===== src/rtl/demux_1to4_tdm_pkg.sv =====
// Shared TDM definitions: slot-index encoding and frame-lock FSM states,
// common to the mux (transmit) and demux (receive) blocks.
package demux_1to4_tdm_pkg;

  localparam logic [1:0] SLOT_A = 2'd0;
  localparam logic [1:0] SLOT_B = 2'd1;
  localparam logic [1:0] SLOT_C = 2'd2;
  localparam logic [1:0] SLOT_D = 2'd3;

  typedef enum logic {
    IDLE = 1'b0,
    RUN  = 1'b1
  } state_t;

endpackage


===== src/rtl/tdm_slot_counter.sv =====
// Modulo-4 slot index counter; a load forces the index to slot 1 because the
// sample that triggers a load is always consumed as slot 0.
import demux_1to4_tdm_pkg::*;

module tdm_slot_counter (
  input  logic       clk,
  input  logic       rst,
  input  logic       load_one,
  input  logic       inc,
  output logic [1:0] idx
);

  always_ff @(posedge clk) begin
    if (rst)
      idx <= SLOT_A;
    else if (load_one)
      idx <= SLOT_B;
    else if (inc)
      idx <= idx + 2'd1;
  end

endmodule


===== src/rtl/demux_1to4_tdm.sv =====
// Receive-side 1-to-4 TDM demultiplexer: locks to the sync marker, gathers four
// slots into capture registers and publishes a complete frame on A..D at once.
import demux_1to4_tdm_pkg::*;

module demux_1to4_tdm #(
  parameter int W = 1
) (
  input  logic         clk,
  input  logic         rst,
  input  logic [W-1:0] in,
  input  logic         valid,
  input  logic         sync,
  output logic [W-1:0] A,
  output logic [W-1:0] B,
  output logic [W-1:0] C,
  output logic [W-1:0] D,
  output logic         a,
  output logic         b,
  output logic         frame_valid,
  output logic         sync_err
);

  state_t       state, state_next;
  logic [1:0]   idx;
  logic         load_one, inc, cap_en, load_frame, err;
  logic [1:0]   cap_sel;
  logic [W-1:0] slot0, slot1, slot2;

  tdm_slot_counter u_slot_counter (
    .clk      (clk),
    .rst      (rst),
    .load_one (load_one),
    .inc      (inc),
    .idx      (idx)
  );

  assign a = idx[1];
  assign b = idx[0];

  always_ff @(posedge clk) begin
    if (rst)
      state <= IDLE;
    else
      state <= state_next;
  end

  always_comb begin
    state_next = state;
    if (state == IDLE && valid && sync)
      state_next = RUN;
  end

  // A sync seen away from slot 0 restarts the frame instead of completing it.
  always_comb begin
    load_one   = 1'b0;
    inc        = 1'b0;
    cap_en     = 1'b0;
    cap_sel    = SLOT_A;
    load_frame = 1'b0;
    err        = 1'b0;
    if (valid) begin
      if (state == IDLE) begin
        if (sync) begin
          load_one = 1'b1;
          cap_en   = 1'b1;
        end
      end else if (sync && idx != SLOT_A) begin
        err      = 1'b1;
        load_one = 1'b1;
        cap_en   = 1'b1;
      end else begin
        inc        = 1'b1;
        cap_en     = 1'b1;
        cap_sel    = idx;
        load_frame = (idx == SLOT_D);
      end
    end
  end

  always_ff @(posedge clk) begin
    if (rst) begin
      slot0       <= '0;
      slot1       <= '0;
      slot2       <= '0;
      A           <= '0;
      B           <= '0;
      C           <= '0;
      D           <= '0;
      frame_valid <= 1'b0;
      sync_err    <= 1'b0;
    end else begin
      if (cap_en) begin
        case (cap_sel)
          SLOT_A:  slot0 <= in;
          SLOT_B:  slot1 <= in;
          SLOT_C:  slot2 <= in;
          default: ;
        endcase
      end
      // The slot-3 sample bypasses the capture registers so the frame lands whole.
      if (load_frame) begin
        A <= slot0;
        B <= slot1;
        C <= slot2;
        D <= in;
      end
      frame_valid <= load_frame;
      sync_err    <= err;
    end
  end

endmodule


===== config.mk =====
export PLATFORM = sky130hd
export DESIGN_NAME = demux_1to4_tdm
export DESIGN_NICKNAME = d
export VERILOG_FILES = /design/src/rtl/demux_1to4_tdm_pkg.sv /design/src/rtl/tdm_slot_counter.sv /design/src/rtl/demux_1to4_tdm.sv
export SDC_FILE = /design/constraint.sdc
export NUM_CORES = 1
export LEC_CHECK = 0
export BUFFER_PORTS_ARGS = -buffer_cell sky130_fd_sc_hd__buf_4
export CORE_AREA = 2 2 39 41
export DETAILED_ROUTE_END_ITERATION = 8
export DIE_AREA = 0 0 41 43
export PLACE_DENSITY = 0.71
export REMOVE_ABC_BUFFERS = 1
export SLEW_MARGIN = 10
export SYNTH_ARGS = -nofsm -noshare
export SYNTH_HDL_FRONTEND = slang
export SYNTH_SLANG_ARGS = --single-unit

===== constraint.sdc =====
create_clock -name clk -period 2.9 [get_ports clk]
set_input_delay 0.58 -clock clk [delete_from_list [all_inputs] [get_ports clk]]
set_output_delay 0.58 -clock clk [all_outputs]
set_load 0.1 [all_outputs]

After elaboration in Yosys (flattened, before gate mapping)
Index checks and enable logic that the tools add are counted.
- bits in registers: 12
- bits of input ports: 5
- output and inout bits: 8
- word-level logic and storage cells: 46
- add/subtract/negate cells: 1
- equal/unequal tests: 3
- multiplexer cells: 17
- bitwise logic cells: 2
- reductions and logical operators: 11
- operators with widths (cell ; number):
    two-way mux 1 bit ; 14
    two-way mux 2 bit ; 3
    AND reduction 2 bit ; 3
    == test 2 bit (second input constant) ; 2
    nonzero test 2 bit ; 2
    logical AND 1 bit ; 3
    OR reduction 3 bit ; 1
    adder 2 x 1 -> 2 bit (second input constant) ; 1
    == test 2 x 1 -> 1 bit (second input constant) ; 1
    logical NOT 2 bit ; 1
    NOT 1 bit ; 2
    OR reduction 2 bit ; 1

Depth between registers and ports, before layout
Gate-level depths: netlist (run 1).
- word-level depth: 7
- mapped depth: 5
- depth with buffers taken out: 5

Modules after synthesis
From an unflattened synthesis (run 1), not the netlist that was laid out.
- cell total of the unflattened synthesis: 49
- area, all modules: 506.7 um2
- by module, submodules not included (module ; times used ; cells an instance ; area an instance (um2) ; sequential area each (um2)):
    demux_1to4_tdm ; 1 ; 41 ; 419.2 ; 200.2
    tdm_slot_counter ; 1 ; 8 ; 87.6 ; 40.0

Worst setup path before layout (run 1)
No wires, ideal clock.
- path type: reg2reg
- start: register u_slot_counter.idx[1]
- end: register u_slot_counter.idx[1]
- setup time: 0.086 ns
- arrival: 1.891 ns
- data required time: 2.814 ns
- path slack: 0.923 ns
- cell stages (with the launch flop): 6
- buffers on the path: 0
- period minus slack after synthesis: 1.977 ns
- cell sequence: dfxtp_1 -> inv_1 -> ha_1 -> inv_1 -> a21o_1 -> a221oi_2
- word-level cells in the longest chain between the ends: 6
- elaborated cells between the ends (all ways): 10
- those cells by class: add/sub (1); mux (6); reduce/logical (3)
- ends and longest elaborated chain (element ; line ; RTL):
    from (decl) ; tdm_slot_counter.sv:10 ; output logic [1:0] idx
    from (signal assigned) ; tdm_slot_counter.sv:19 ; idx <= idx + 2'd1;
    nonzero test 2 bit ; demux_1to4_tdm.sv:67 ; end else if (sync && idx != SLOT_A) begin
    logical AND 1 bit ; demux_1to4_tdm.sv:67 ;
    two-way mux 1 bit ; demux_1to4_tdm.sv:67 ;
    two-way mux 1 bit ; demux_1to4_tdm.sv:62 ; if (state == IDLE) begin
    two-way mux 1 bit ; demux_1to4_tdm.sv:61 ; if (valid) begin
    OR reduction 2 bit (no source line) ; - ;
Parallel ways exist; a longest one is shown, timed or not.
A chain may end at the register's enable or synchronous reset.

Worst setup path in the final report (run 1)
- start: register u_slot_counter.idx[0]
- end: output b
- RTL lines (element ; line ; RTL):
    to (decl) ; demux_1to4_tdm.sv:18 ; output logic b,
No word-level cell between the ends.

==> results of run 1 <==
-- final cells by class --
type,count,share of cell area
Sequential cell,12,0.3497
Timing Repair Buffer,12,0.1311
Tap cell,16,0.02914
Clock buffer,4,0.05282
Inverter,3,0.01639
Multi-Input combinational cell,35,0.4208
-- flip-flops by register name, indices dropped and copies added (netlist names) --
name	count
sync_err	1
C	1
slot0	1
slot2	1
u_slot_counter.idx	2
A	1
slot1	1
D	1
state	1
B	1
frame_valid	1
-- worst paths after layout --
path	startpoint	end	slack, ns	depth (start not counted)
hold / removal	C	C	0.48	2
hold reg to reg	C	C	0.48	2
setup / recovery	u_slot_counter.idx[0]	b	1.31	1
setup reg to reg	u_slot_counter.idx[0]	u_slot_counter.idx[1]	1.56	5
-- power breakdown --
group	switching, mW	internal (mW)	total [mW]
registers	0.00380	0.168	0.172
clock network	0.0589	0.0764	0.135
logic	0.0310	0.0183	0.0493
-- cell usage in the layout, fill, tap and decap left out, drive strengths merged, types with 2 or more instances in the layout --
master   n
nor2     2
ha       2
dfxtp   12
nand2b   9
inv      3
nor3b    2
buf     12
a21oi    2
o21ai    2
clkbuf   4
mux2i    7
nand4    2
-- cell families (layout without fill, tap and decap cells) --
family | count (synthesis) | count (layout)
AO/OA/AOI/OAI | 8 | 8
flip-flops | 12 | 12
multiplexers | 7 | 7
AND/OR/NAND/NOR | 18 | 18
adder cells (fa/ha/maj) | 2 | 2
buffers and inverters | 4 | 19
-- tightest hold or removal path: stages (launching register included) --
cell and delay, ns:
dfxtp_1 0.31, nand2b_1 0.06, mux2i_1 0.06
-- per-layer routing --
| layer | global-route usage | part of all wire | vias to the layer above |
|---|---|---|---|
| li1 | - | - | 209 |
| met1 | 0.1672 | 0.44 | 185 |
| met2 | 0.1906 | 0.48 | 10 |
| met5 | 0 | 0 | - |
| met4 | 0.1200 | 0.039 | 0 |
| met3 | 0.04712 | 0.044 | 5 |
==> run summary, run 1 <==
Post-synthesis instance total -> 51
ANT cells -> 0
Post-route non-filler standard cell count -> 82
Cell with the most instances after synthesis -> dfxtp_1
CP required -> 2.32 ns
Yosys warns -> 0
Largest family of logic cells by synthesized area -> simple AND/OR/NAND/NOR gates
Clk_skew -> 0.004049 ns
Worst hold path type -> flop to flop
Post-CTS Setup Inserts -> 0
Cell family with most CP delay -> flip-flops
Die X -> 41 um
DR WL/cell -> 11.55 um
Port Buffer Count -> 12
Slew Limit Fails -> 0
Slowest stage cell, crit path -> dfxtp_1
Layout cells sized above 1 -> 0.3333
DP HPWL -> 703.8 um
Synth Area in XOR/XNOR -> 0
Post-synthesis cell area -> 545.5 um2
Finish-stage setup viols -> 0
Critical Path Sink Type -> primary output
Post-CTS Hold Buffers -> 0
Synth top area share -> 0.4404
Synth-to-Final Area Change -> 25.92%
Die ar. -> 1763 um2
Post-synthesis adder-cell area fraction -> 0.04587
Power Total -> 0.3569 mW
Synth area leader -> dfxtp_1
EDFF count, synth -> 0
WHS -> 0.4834 ns
TritonCTS buffer count -> 3
Async set or reset register ratio after synthesis -> 0
Worst IR drop on VDD -> 241.9 uV
Ys flop type -> dfxtp_1
WP data arrival -> 1.01 ns
Post-route setup slack -> 1.309 ns
Longest Clk Path Bufs -> 2
Multiplexer area fraction after synthesis -> 0.1284
Relative slew slack -> 0.8162
PD cells -> 519.6 nW/um2
Clock H-tree levels -> 1
Initial core utilization -> 0.3942
Multi-input gate area -> 289.0 um2
Crit path cell chain -> buf_4
Die Y-Extent -> 43 um
Clock transition at path regs -> 0.08 ns
P_leak -> 0.3237 nW
TritonCTS clock tree -> done
DP Worst Slack -> 1.555 ns
Via-per-instance ratio -> 4.988
Post-CTS sizing -> 0
Total number of vias -> 409
Outcome -> finished clean
Post-synthesis sequential area ratio -> 0.4404
Fin area -> 686.9 um2
GRT Total Usage -> 0.1404
Final Hold Vio Count -> 0
Kind of critical path -> flop to primary output
Placed insts -> 78
Root buffer cell -> clkbuf_4
DR iter-0 viols -> 0
RSZ-0062 raised after global routing -> false
Filler cells -> 121
Fin Setup TNS -> 0 ns
Row count -> 14
Core Area -> 1384 um2
Routed WL -> 947 um
Drt drc -> 0
Ranking of synthesized cells by area -> dfxtp_1 (44%), mux2i_1 (13%), nand2b_1 (9.2%), ha_1 (4.6%), nand3_4 (3.2%)
TritonCTS Sinks -> 12
Crit-path max FO -> 5
Slew @ Worst Pin -> 0.2780 ns
Compound-cell area share of the yosys netlist -> 0.1055
Max cap viols -> 0
Synth cell count leaders -> dfxtp_1 (12), nand2b_1 (8), mux2i_1 (7)
Seq. cell area -> 240.2 um2
Vias in the first global route -> 379
Crit path launch type -> flop
Max Fclk -> 628.7 MHz
Slowest stage delay, CP -> 0.41 ns
Final critical-path share of the clock period -> 0.5485
Syn_area_per_cell -> 10.70 um2
Final #Nets -> 74
Tmin final -> 1.591 ns
Antenna violations before repair -> 0
Distinct cells, synth -> 21
Worst path bufs/invs -> 1
First-pass DRT Iterations -> 1
Worst-skew pair later-pin latency -> 0.28 ns
Placed cell area -> 650.6 um2
Post-route core utilization -> 0.4964
Flops & latches, synth -> 12
Final Wtd Congestion -> 0.7550
Synth Area in Simple Gates -> 0.2500
Pin count of the biggest net entering global routing -> 14
Antenna viol nets, final -> 0
Overflow left after global routing -> 0
First-pass GRT wire length -> 1.593 mm
Ports -> 13
Note: power is estimated with default switching activity, not from simulation.
==> run 2: changes to the inputs <==
--- a/config.mk
+++ b/config.mk
@@ -9,7 +9,7 @@
 export CORE_AREA = 2 2 39 41
 export DETAILED_ROUTE_END_ITERATION = 8
 export DIE_AREA = 0 0 41 43
-export PLACE_DENSITY = 0.71
+export PLACE_DENSITY = 0.73
 export REMOVE_ABC_BUFFERS = 1
 export SLEW_MARGIN = 10
 export SYNTH_ARGS = -nofsm -noshare
==> constraint.sdc (replaced) <==
create_clock -name clk -period 1.3 [get_ports clk]
set_input_delay 0.26 -clock clk [delete_from_list [all_inputs] [get_ports clk]]
set_output_delay 0.26 -clock clk [all_outputs]
set_load 0.1 [all_outputs]
==> run summary, run 2 (synthesized netlist as in run 1, its figures left out) <==
Post-route core utilization -> 0.5127
GRT Total Usage -> 0.1329
CP required -> 1.04 ns
Max Fclk -> 815.3 MHz
Kind of critical path -> flop to primary output
Worst hold path type -> input port to flop
Row count -> 14
DP Worst Slack -> 0.1150 ns
Combinational share of power -> 0.151
Finish-stage setup viols -> 0
Crit-path max FO -> 4
Die ar. -> 1763 um2
Antenna viol nets, final -> 0
RSZ-0062 raised after global routing -> false
Slowest stage delay, CP -> 0.34 ns
RR Startpoint -> u_slot_counter.idx[1]
Vias in the first global route -> 374
Relative slew slack -> 0.8157
Longest Clk Path Bufs -> 2
Worst Hold Endpoint -> u_slot_counter.idx[1]
Internal power -> 0.5935 mW
Reg power frac -> 0.478
Min-delay src -> valid
Outcome -> finished clean
Slew @ Worst Pin -> 0.2787 ns
Post-route setup slack -> 0.07346 ns
Drt drc -> 0
Reg2reg setup slack -> 0.11 ns
Tmin final -> 1.227 ns
Root buffer cell -> clkbuf_4
Post-CTS Hold Buffers -> 0
Post-route non-filler standard cell count -> 84
DR WL/cell -> 11.55 um
Crit path launch type -> flop
Clock H-tree levels -> 1
Most frequent cells in the layout -> dfxtp_1 (12), buf_4 (12), nand2b_1 (8)
Final critical-path share of the clock period -> 0.9435
Die Y-Extent -> 43 um
Slowest stage cell, crit path -> dfxtp_1
Die X -> 41 um
Hold Path Depth -> 2
Max reg flops -> 2
Top reg by flops -> u_slot_counter.idx
Port Buffer Count -> 12
Ports -> 13
Max cap viols -> 0
ANT cells -> 0
TritonCTS Sinks -> 12
Synth-to-Final Area Change -> 30.05%
Routed WL -> 970 um
Power share of the clock group -> 0.372
Core Area -> 1384 um2
TritonCTS buffer count -> 3
Total number of vias -> 396
Pin count of the biggest net entering global routing -> 14
Clk_skew -> 0.004933 ns
P_sw -> 0.2052 mW
Placed insts -> 80
Crit path cell chain -> buf_4, buf_6
Final Wtd Congestion -> 0.6761
First-pass GRT wire length -> 1.545 mm
DP HPWL -> 726 um
DR iter-0 viols -> 2
R2R depth -> 5
First-pass DRT Iterations -> 2
Critical Path Sink Type -> primary output
Reg-to-reg critical path endpoint -> B
Post-CTS Setup Inserts -> 0
Initial core utilization -> 0.3942
Power Total -> 0.7987 mW
Worst IR drop on VDD -> 401.7 uV
Overflow left after global routing -> 0
Final Hold Vio Count -> 0
PD cells -> 1126 nW/um2
P_leak -> 0.3360 nW
Switching share of power -> 0.2569
Clock transition at path regs -> 0.08 ns
Layout cells sized above 1 -> 0.3529
TritonCTS clock tree -> done
Via-per-instance ratio -> 4.714
Slew Limit Fails -> 0
WP data arrival -> 0.97 ns
Worst-skew pair later-pin latency -> 0.27 ns
Final #Nets -> 76
Antenna violations before repair -> 0
==> run 2: cell count changes in the layout (fill, tap and decap cells not counted) <==
cell and change:
buf_6 +2
==> run 2: per-layer routing <==
layer  routed length [um]  share of wire  global-route usage
met1                  465           0.48              0.1623
met2                  465           0.48              0.1906
met3                   22          0.023             0.03141
met4                   16          0.016              0.1000
met5                    0              0                   0
==> run 2: timing repair <==
| item | 4_1_cts | 5_1_grt |
|---|---|---|
| setup endpoints to repair | 0 | 2 |
| gates resized for setup | 0 | 2 |
| hold endpoints to repair | 0 | 0 |
==> run 2: through the flow <==
stage / cell area, um2 / hold slack (ns) / TNS, ns
finish: 709.4 / 0.1987 / 0
global route: 709.4 / 0.1999 / 0
CTS: 701.9 / 0.1951 / 0
detailed placement: 665.6 / 0.4764 / 0
global placement: 665.6 / 0.4681 / 0
floorplan: 540.5 / 0.3262 / -6.959
==> run 2: layout make-up <==
| cell class | instances | area [um2] |
|---|---|---|
| fill | 136 | 674.4 |
| tap | 16 | 20.02 |
| sequential | 12 | 240.2 |
| clock buffer | 4 | 36.28 |
| multi-input combinational | 35 | 289.0 |
| inverter | 3 | 11.26 |
| timing repair buffer | 14 | 112.6 |
==> run 2: worst max-delay path, delay by kind of cell, from the launching register on <==
family	cells	cell delay, ns
buf+inv	2	0.36
flops	1	0.34
==> run 2: worst max-delay path by stage <==
stage	from	slack [ns]	end	cells past startpoint
after global routing	u_slot_counter.idx[0]	0.02	b	2
after global placement	u_slot_counter.idx[1]	0.15	A	5
after CTS	u_slot_counter.idx[0]	0.001	b	2
final	u_slot_counter.idx[0]	0.07	b	2
after detailed placement	u_slot_counter.idx[0]	0.11	B	5
after floorplan	u_slot_counter.idx[1]	-0.68	u_slot_counter.idx[1]	5
==> run 2: power groups by stage <==
stage | logic (mW) | registers (mW) | clock network [mW]
final | 0.121 | 0.381 | 0.297
after global routing | 0.129 | 0.383 | 0.320
after detailed placement | 0.119 | 0.390 | 0
after CTS | 0.119 | 0.381 | 0.304
after floorplan | 0.0483 | 0.421 | 0
after global placement | 0.116 | 0.389 | 0
==> run 3: changes to the inputs <==
--- a/config.mk
+++ b/config.mk
@@ -6,6 +6,7 @@
 export NUM_CORES = 1
 export LEC_CHECK = 0
 export BUFFER_PORTS_ARGS = -buffer_cell sky130_fd_sc_hd__buf_4
+export CAP_MARGIN = 20
 export CORE_AREA = 2 2 39 41
 export DETAILED_ROUTE_END_ITERATION = 8
 export DIE_AREA = 0 0 41 43
==> constraint.sdc (replaced) <==
create_clock -name clk -period 1.3 [get_ports clk]
set_input_delay 0.195 -clock clk [delete_from_list [all_inputs] [get_ports clk]]
set_output_delay 0.195 -clock clk [all_outputs]
set_load 0.1 [all_outputs]
==> run summary, run 3 (synthesized netlist as in run 1, its figures left out) <==
Layout cells sized above 1 -> 0.3529
Finish-stage setup viols -> 0
Antenna violations before repair -> 0
Crit-path max FO -> 4
Placed insts -> 80
Final Hold Vio Count -> 0
Clk_skew -> 0.004933 ns
Vias in the first global route -> 374
TritonCTS Sinks -> 12
Die X -> 41 um
Root buffer cell -> clkbuf_4
Tmin final -> 1.220 ns
Post-route setup slack -> 0.07994 ns
TritonCTS clock tree -> done
Routed WL -> 973 um
Most frequent cells in the layout -> buf_4 (14), dfxtp_1 (12), nand2b_1 (8)
Final #Nets -> 76
Drt drc -> 0
Post-CTS Setup Inserts -> 0
Hold Path Depth -> 2
Kind of critical path -> flop to primary output
RSZ-0062 raised after global routing -> false
Top reg by flops -> u_slot_counter.idx
Clock transition at path regs -> 0.08 ns
Min-delay src -> valid
R2R depth -> 5
Critical Path Sink Type -> primary output
Via-per-instance ratio -> 4.714
GRT Total Usage -> 0.1329
Die Y-Extent -> 43 um
Power Total -> 0.7956 mW
Max cap viols -> 0
Most common cell after layout, fill and taps aside -> buf_4
Overflow left after global routing -> 0
Post-route non-filler standard cell count -> 84
TritonCTS buffer count -> 3
Antenna viol nets, final -> 0
Max Fclk -> 819.6 MHz
Cell mode on critical path -> buf_4
Relative slew slack -> 0.8145
Placed cell area -> 665.6 um2
Final critical-path share of the clock period -> 0.9385
Worst IR drop on VDD -> 400.8 uV
RR Startpoint -> u_slot_counter.idx[1]
Outcome -> finished clean
DR iter-0 viols -> 2
PD cells -> 1133 nW/um2
Ports -> 13
Max reg flops -> 2
Worst-skew pair later-pin latency -> 0.27 ns
DP Worst Slack -> 0.1150 ns
Crit path launch type -> flop
Worst Hold Endpoint -> u_slot_counter.idx[1]
Total number of vias -> 396
ANT cells -> 0
Longest Clk Path Bufs -> 2
Core Area -> 1384 um2
Initial core utilization -> 0.3942
Pin count of the biggest net entering global routing -> 14
Row count -> 14
DR WL/cell -> 11.58 um
Synth-to-Final Area Change -> 28.67%
P_leak -> 0.3343 nW
Crit path cell chain -> buf_4, buf_4
Fin area -> 701.9 um2
CP required -> 1.11 ns
Post-CTS sizing -> 0
Final Wtd Congestion -> 0.6761
Slowest stage cell, crit path -> dfxtp_1
Reg2reg setup slack -> 0.11 ns
Port Buffer Count -> 12
Slowest stage delay, CP -> 0.34 ns
Reg-to-reg critical path endpoint -> B
First-pass GRT wire length -> 1.545 mm
WP data arrival -> 1.03 ns
Post-CTS Hold Buffers -> 0
Post-route core utilization -> 0.5072
Die ar. -> 1763 um2
First-pass DRT Iterations -> 2
Slew @ Worst Pin -> 0.2805 ns
DP HPWL -> 726 um
Slew Limit Fails -> 0
Clock H-tree levels -> 1
Worst hold path type -> input port to flop
## run 3: cell counts in the layout (fill, tap and decap cells not counted)
No cell type changed its count.
## run 3: final cells by class
class	instances	area [um2]
multi-input cells	35	289.0
fillers	136	681.9
flip-flops and latches	12	240.2
well taps	16	20.02
clock buffers	4	36.28
inverters	3	11.26
repair buffers	14	105.1
## run 3: how the worst max path moves through the flow
stage                          start                     to  slack, ns  depth (start not counted)
3_3_place_gp   u_slot_counter.idx[1]                      A       0.15                          5
2_1_floorplan  u_slot_counter.idx[1]  u_slot_counter.idx[1]      -0.68                          5
6_report       u_slot_counter.idx[0]                      b       0.08                          2
5_1_grt        u_slot_counter.idx[0]                      C       0.03                          5
3_5_place_dp   u_slot_counter.idx[0]                      B       0.11                          5
4_1_cts        u_slot_counter.idx[0]                      b       0.07                          2
## run 3: power breakdown
part           total (mW)  internal (mW)  switching (mW)
sequential          0.381          0.376         0.00558
clock               0.297          0.170           0.127
combinational       0.118         0.0453          0.0722
total               0.796          0.591           0.205
## run 3: per-layer routing
| metal | up-vias | global-route usage | wire length (um) |
|---|---|---|---|
| met4 | 0 | 0.1000 | 16 |
| met3 | 2 | 0.03141 | 27 |
| met5 | - | 0 | 0 |
| met2 | 7 | 0.1906 | 465 |
| li1 | 208 | - | - |
| met1 | 179 | 0.1623 | 464 |
## run 3: metrics by stage
stage               TNS, ns  hold slack, ns
floorplan            -6.959          0.2612
global placement          0          0.4169
detailed placement        0          0.4246
CTS                       0          0.1301
global route              0          0.1349
finish                    0          0.1337
## run 3: critical path: cells and delay by family (launching register included)
kind / cells / cell delay [ns]
flip-flops: 1 / 0.34
buffers and inverters: 2 / 0.41
